`config.mk`:
```
export PLATFORM = sky130hd
export DESIGN_NAME = mem_port_arbiter
export DESIGN_NICKNAME = d
export VERILOG_FILES = /design/src/rtl/mem_arb_pkg.sv /design/src/rtl/rr_arb2.sv /design/src/rtl/mem_port_arbiter.sv
export SDC_FILE = /design/constraint.sdc
export NUM_CORES = 1
export LEC_CHECK = 0
export CORE_AREA = 2 2 169 171
export DETAILED_ROUTE_END_ITERATION = 10
export DIE_AREA = 0 0 171 173
export PLACE_DENSITY = 0.67
export SYNTH_ARGS = -nofsm -noshare
export SYNTH_HDL_FRONTEND = slang
export SYNTH_SLANG_ARGS = --single-unit
export TNS_END_PERCENT = 1
```
`constraint.sdc`:
```
create_clock -name clk -period 2.44 [get_ports clk]
set_input_delay 0.488 -clock clk [delete_from_list [all_inputs] [get_ports clk]]
set_output_delay 0.488 -clock clk [all_outputs]
set_load 0.02 [all_outputs]
```
`src/rtl/mem_arb_pkg.sv`:
```
// mem_arb_pkg: shared types and memwrite encodings for the memory port arbiter
package mem_arb_pkg;
  typedef enum logic [1:0] {S_IDLE, S_ACCESS, S_WAIT, S_RESP} state_t;
  typedef enum logic {OWN_IF, OWN_D} owner_t;
  localparam logic [1:0] MW_NONE  = 2'b00;
  localparam logic [1:0] MW_WORD  = 2'b01;
  localparam logic [1:0] MW_DWORD = 2'b10;
endpackage

```
`src/rtl/rr_arb2.sv`:
```
// rr_arb2: 2-way round-robin picker; bit 0 = fetch, bit 1 = data
//   clk, reset (async, active-low) | req_i: request levels | upd_i: commit the
//   current pick as last winner | gnt_o: one-hot pick (00 when idle)
module rr_arb2
  import mem_arb_pkg::*;
(
  input  logic       clk,
  input  logic       reset,
  input  logic [1:0] req_i,
  input  logic       upd_i,
  output logic [1:0] gnt_o
);
  owner_t last_q;
  assign gnt_o = &req_i ? (last_q == OWN_IF ? 2'b10 : 2'b01) : req_i;
  always_ff @(posedge clk or negedge reset)
    if (!reset) last_q <= OWN_IF;
    else if (upd_i) last_q <= gnt_o[1] ? OWN_D : OWN_IF;
endmodule

```
`src/rtl/mem_port_arbiter.sv`:
```
// mem_port_arbiter: shares one memory port between fetch and load/store
//   clk, reset (async, active-low)
//   fetch: if_req/if_addr in, if_gnt/if_rvalid/if_rdata out
//   data : d_req/d_we/d_addr/d_wdata in, d_gnt/d_rvalid/d_rdata out
//   memory: mem_en/mem_we/mem_addr/mem_wdata out, mem_rdata in | busy out
module mem_port_arbiter
  import mem_arb_pkg::*;
#(
  parameter int AW      = 32,
  parameter int MEM_LAT = 1
) (
  input  logic          clk,
  input  logic          reset,
  input  logic          if_req,
  input  logic [31:0]   if_addr,
  output logic          if_gnt,
  output logic          if_rvalid,
  output logic [31:0]   if_rdata,
  input  logic          d_req,
  input  logic [1:0]    d_we,
  input  logic [63:0]   d_addr,
  input  logic [63:0]   d_wdata,
  output logic          d_gnt,
  output logic          d_rvalid,
  output logic [63:0]   d_rdata,
  output logic          mem_en,
  output logic [1:0]    mem_we,
  output logic [AW-1:0] mem_addr,
  output logic [63:0]   mem_wdata,
  input  logic [63:0]   mem_rdata,
  output logic          busy
);
  localparam logic [2:0] LAST = 3'(MEM_LAT - 1);
  state_t        state_q, state_d;
  owner_t        owner_q, owner_d;
  logic [AW-1:0] addr_q, addr_d;
  logic [1:0]    we_q, we_d;
  logic [63:0]   wdata_q, wdata_d;
  logic [2:0]    cnt_q, cnt_d;
  logic [31:0]   if_rdata_q, if_rdata_d;
  logic [63:0]   d_rdata_q, d_rdata_d;
  logic [1:0]    gnt;
  logic          pick;
  logic [63:0]   req_addr;
  logic          unused_addr;
  assign pick        = state_q == S_IDLE && (if_req || d_req);
  assign req_addr    = gnt[1] ? d_addr : {32'b0, if_addr};
  assign unused_addr = ^req_addr;
  rr_arb2 u_rr (
    .clk   (clk),
    .reset (reset),
    .req_i ({d_req, if_req}),
    .upd_i (pick),
    .gnt_o (gnt)
  );
  always_comb begin
    state_d    = state_q;
    owner_d    = owner_q;
    addr_d     = addr_q;
    we_d       = we_q;
    wdata_d    = wdata_q;
    cnt_d      = cnt_q;
    if_rdata_d = if_rdata_q;
    d_rdata_d  = d_rdata_q;
    case (state_q)
      S_IDLE: if (pick) begin
        state_d = S_ACCESS;
        owner_d = gnt[1] ? OWN_D : OWN_IF;
        addr_d  = req_addr[AW-1:0];
        we_d    = !gnt[1] || d_we == MW_NONE ? MW_NONE : d_we == MW_WORD ? MW_WORD : MW_DWORD;
        wdata_d = gnt[1] ? d_wdata : wdata_q;
      end
      S_ACCESS: begin
        state_d = we_q == MW_NONE ? S_WAIT : S_IDLE;
        cnt_d   = '0;
      end
      S_WAIT: if (cnt_q == LAST) begin
        state_d = S_RESP;
        if (owner_q == OWN_IF) if_rdata_d = addr_q[2] ? mem_rdata[63:32] : mem_rdata[31:0];
        else d_rdata_d = mem_rdata;
      end else cnt_d = cnt_q + 3'd1;
      S_RESP: state_d = S_IDLE;
    endcase
  end
  always_ff @(posedge clk or negedge reset)
    if (!reset) begin
      state_q    <= S_IDLE;
      owner_q    <= OWN_IF;
      addr_q     <= '0;
      we_q       <= MW_NONE;
      wdata_q    <= '0;
      cnt_q      <= '0;
      if_rdata_q <= '0;
      d_rdata_q  <= '0;
    end else begin
      state_q    <= state_d;
      owner_q    <= owner_d;
      addr_q     <= addr_d;
      we_q       <= we_d;
      wdata_q    <= wdata_d;
      cnt_q      <= cnt_d;
      if_rdata_q <= if_rdata_d;
      d_rdata_q  <= d_rdata_d;
    end
  assign mem_en    = state_q == S_ACCESS;
  assign mem_we    = mem_en ? we_q : MW_NONE;
  assign mem_addr  = addr_q;
  assign mem_wdata = wdata_q;
  assign if_gnt    = mem_en && owner_q == OWN_IF;
  assign d_gnt     = mem_en && owner_q == OWN_D;
  assign if_rvalid = state_q == S_RESP && owner_q == OWN_IF;
  assign d_rvalid  = state_q == S_RESP && owner_q == OWN_D;
  assign if_rdata  = if_rdata_q;
  assign d_rdata   = d_rdata_q;
  assign busy      = state_q != S_IDLE;
endmodule

```
==> run metrics <==
largest net degree at the start of global routing=65; Slew Limit Fails=0; Final ANT Viol Nets=0; Placed Area=13000 µm²; clock power share=15.0%; Crit Path Max Fanout=12; setup TNS=0 ns; GRT overflow=0; I/O Buffers=397; Sw Ratio=36.3%; post-DR wirelength/cell=17.6 µm; Cells after DPL=1288; slowest stage delay, CP=0.55 ns; Ant. Diodes=0; clk root buf=clkbuf_16; core area=27600 µm²; vias post-DR=5833; Placer Congestion=0.741; Hold Slack=0.0503 ns; period utilization=95.0%; worst-case reg-to-reg path depth=6; Vias/cell=4.42; DP Worst Slack=0.178 ns; number of global-route vias before repair=6262; Layout Skew=0.0110 ns; Worst Slack Setup Final=0.122 ns; Reg2Reg Capture Point=d_rdata[15]; DP HPWL=17.1 mm; static leakage=5.59 nW; CP delay by family, top=buffers and inverters; endpoints failing setup=0; Reg area=5010 µm²; Worst Setup Path Type=reg2out; worst endpoint data arrival time=1.83 ns; TritonRoute pass-1 iters=4; design area=13500 µm²; clk_lat worst skew=0.42 ns; Top-Level Pins=430; Internal=0.0117 W; DRT iter0 DRCs=208; syn_area_per_cell=16.0 µm²; Worst setup EP type=output port; net load switching power=0.00665 W; clock buffer depth=2; Synth Net Count=761; Nets=1161; Sink Count=200; M1 wire length=9.33 mm; max cap viols=0; area delta synth->final=59.8%; CP cell instances=buf_4 > or2_4 > clkdlybuf4s50_1; Fmax=431 MHz; Worst R2R Start=cnt_q[0]; fillers=2465; met2 wire length=11.3 mm; CTS clock-pin slew for the worst setup and hold paths=0.08 ns; num rows=61; Mapped Area=8480 µm²; Comb pwr share=53.0%; metal3 WL=2.35 mm; drc violations=0; Worst-Margin Slew=0.557 ns; critical path launch point type=register; Tmin final=2.32 ns; worst hold path class=in2async; Yosys reg bits=200; Max H-tree Level=4; WP data required=1.95 ns; first-pass GRT wire length=35.7 mm; R2R setup slack=0.51 ns; RSZ-0062 raised after global routing=false; CP max stage cell=clkdlybuf4s50_1; worst IR drop on VDD=0.568 mV; die area=29600 µm²; P per Cell Area=1350 nW/µm²; worst path bufs/invs=2; Hold Vio Cnt, Final=0; initial antenna violation count=0; Ys Warns=0; CTS tree=yes; status=complete, no violations; area of the multi-input gates=3270 µm²; TritonCTS Buffers=17; sequential share of the synthesized area=59.0%; sequential power share=32.0%; GRT Overall Usage=15.5%; Non-Filler Instances=1319; overall die width=171 µm; Die Ht=173 µm; post-synth cell types=31; Slew HR=62.8%; synthesized instance count=529; Starting Density=30.7%; total wire length=23.2 mm; layout cells sized above 1=32.8%; top layer in use=met4
==> sequential cells by signal (all words and copies together), names as in the netlist, named ones only <==
| signal | flops |
|---|---|
| we_q | 2 |
| mem_wdata | 64 |
| if_rdata | 32 |
| mem_addr | 32 |
| cnt_q | 3 |
| d_rdata | 64 |
| state_q | 1 |
| owner_q | 1 |
==> power by group through the flow <==
stage | clock network (W) | registers [W] | logic [W]
after floorplan | 0 | 0.00790 | 0.00315
after global placement | 0 | 0.00586 | 0.00980
after detailed placement | 0 | 0.00595 | 0.00983
after CTS | 0.00287 | 0.00589 | 0.00987
after global routing | 0.00300 | 0.00608 | 0.0103
final | 0.00276 | 0.00586 | 0.00972
==> metal layers <==
metal,track usage (%),up-vias
li1,-,2678
met1,18.4,2893
met2,26.4,251
met3,6.16,11
met4,3.46,0
met5,0,-
==> cells in the mapped netlist <==
library cell | count | area share (%)
or2_4 | 1 | 0.10
nand2_1 | 4 | 0.18
buf_2 | 16 | 0.94
a22o_1 | 1 | 0.10
a21bo_1 | 1 | 0.12
o21bai_1 | 1 | 0.089
mux2_2 | 226 | 30
dfrtp_1 | 200 | 59
and2_1 | 3 | 0.22
inv_1 | 5 | 0.22
nor4bb_1 | 1 | 0.12
a21oi_1 | 1 | 0.059
nor2_1 | 3 | 0.13
buf_6 | 6 | 0.80
nand2b_1 | 2 | 0.15
a2bb2oi_1 | 1 | 0.10
buf_4 | 5 | 0.44
clkbuf_1 | 4 | 0.18
ha_1 | 2 | 0.30
a21o_1 | 1 | 0.089
mux2_4 | 30 | 5.3
and3_1 | 1 | 0.074
o21a_1 | 1 | 0.089
nor2b_1 | 3 | 0.22
nand4bb_1 | 1 | 0.13
o211ai_1 | 1 | 0.089
a32o_1 | 1 | 0.12
o21ai_0 | 3 | 0.18
nor2_4 | 1 | 0.13
nand4b_1 | 1 | 0.10
o22ai_1 | 2 | 0.15
==> cell type report <==
class                   count  share of cell area [%]
clock buffers              18                    3.17
clock inverters            13                    1.01
inverters                   5                   0.139
multi-input cells         293                    24.2
flip-flops and latches    200                    37.0
well taps                 378                    3.49
repair buffers            412                    31.1
==> per-stage QoR <==
| step | utilization (%) | power [W] |
|---|---|---|
| after floorplan | - | 0.0110 |
| after global placement | 46.9 | 0.0157 |
| after detailed placement | 46.9 | 0.0158 |
| after CTS | 49.0 | 0.0186 |
| after global routing | 49.0 | 0.0193 |
| final | 49.0 | 0.0183 |
==> worst max-delay path by stage <==
stage	slack, ns	cells after the start	endpoint
detailed placement	0.18	5	mem_addr[0]
finish	0.12	3	busy
floorplan	0.54	3	if_gnt
CTS	0.04	3	d_gnt
global route	0.04	3	mem_we[0]
global placement	0.19	5	mem_addr[0]
==> worst register-to-register path: stages, from the launching register on <==
cell      delay [ns]
dfrtp_1         0.41
inv_1           0.09
ha_1            0.19
nor2b_1         0.26
nand4b_1        0.19
buf_12          0.22
mux2_2          0.46
==> logic make-up after synthesis <==
family	synth area share (%)
AOI/OAI and AO/OA	1.18
adders and majority gates	0.295
buffers and inverters	2.58
DFF	59.0
muxes	35.3
and+or+nand+nor	1.56
==> repair_timing <==
action                                  4_1_cts  5_1_grt
buffers inserted                              0        0
pin swaps                                     0        0
hold buffers                                  0        0
endpoints found under the setup margin        1        3
resized for setup                             1        3
==> cells in the final DEF (no fill, tap or decap), types with 3 or more instances in the layout <==
cell / Yosys / final
buf_4: 5 / 6
buf_12: 0 / 9
nand2_1: 4 / 4
clkdlybuf4s50_1: 0 / 394
o21ai_0: 3 / 3
dfrtp_1: 200 / 199
mux2_2: 226 / 226
clkbuf_16: 0 / 17
clkinv_4: 0 / 3
inv_6: 0 / 3
clkinv_8: 0 / 3
and2_1: 3 / 3
mux2_4: 30 / 30
inv_1: 5 / 5
Power figures use the tool's default switching activity.
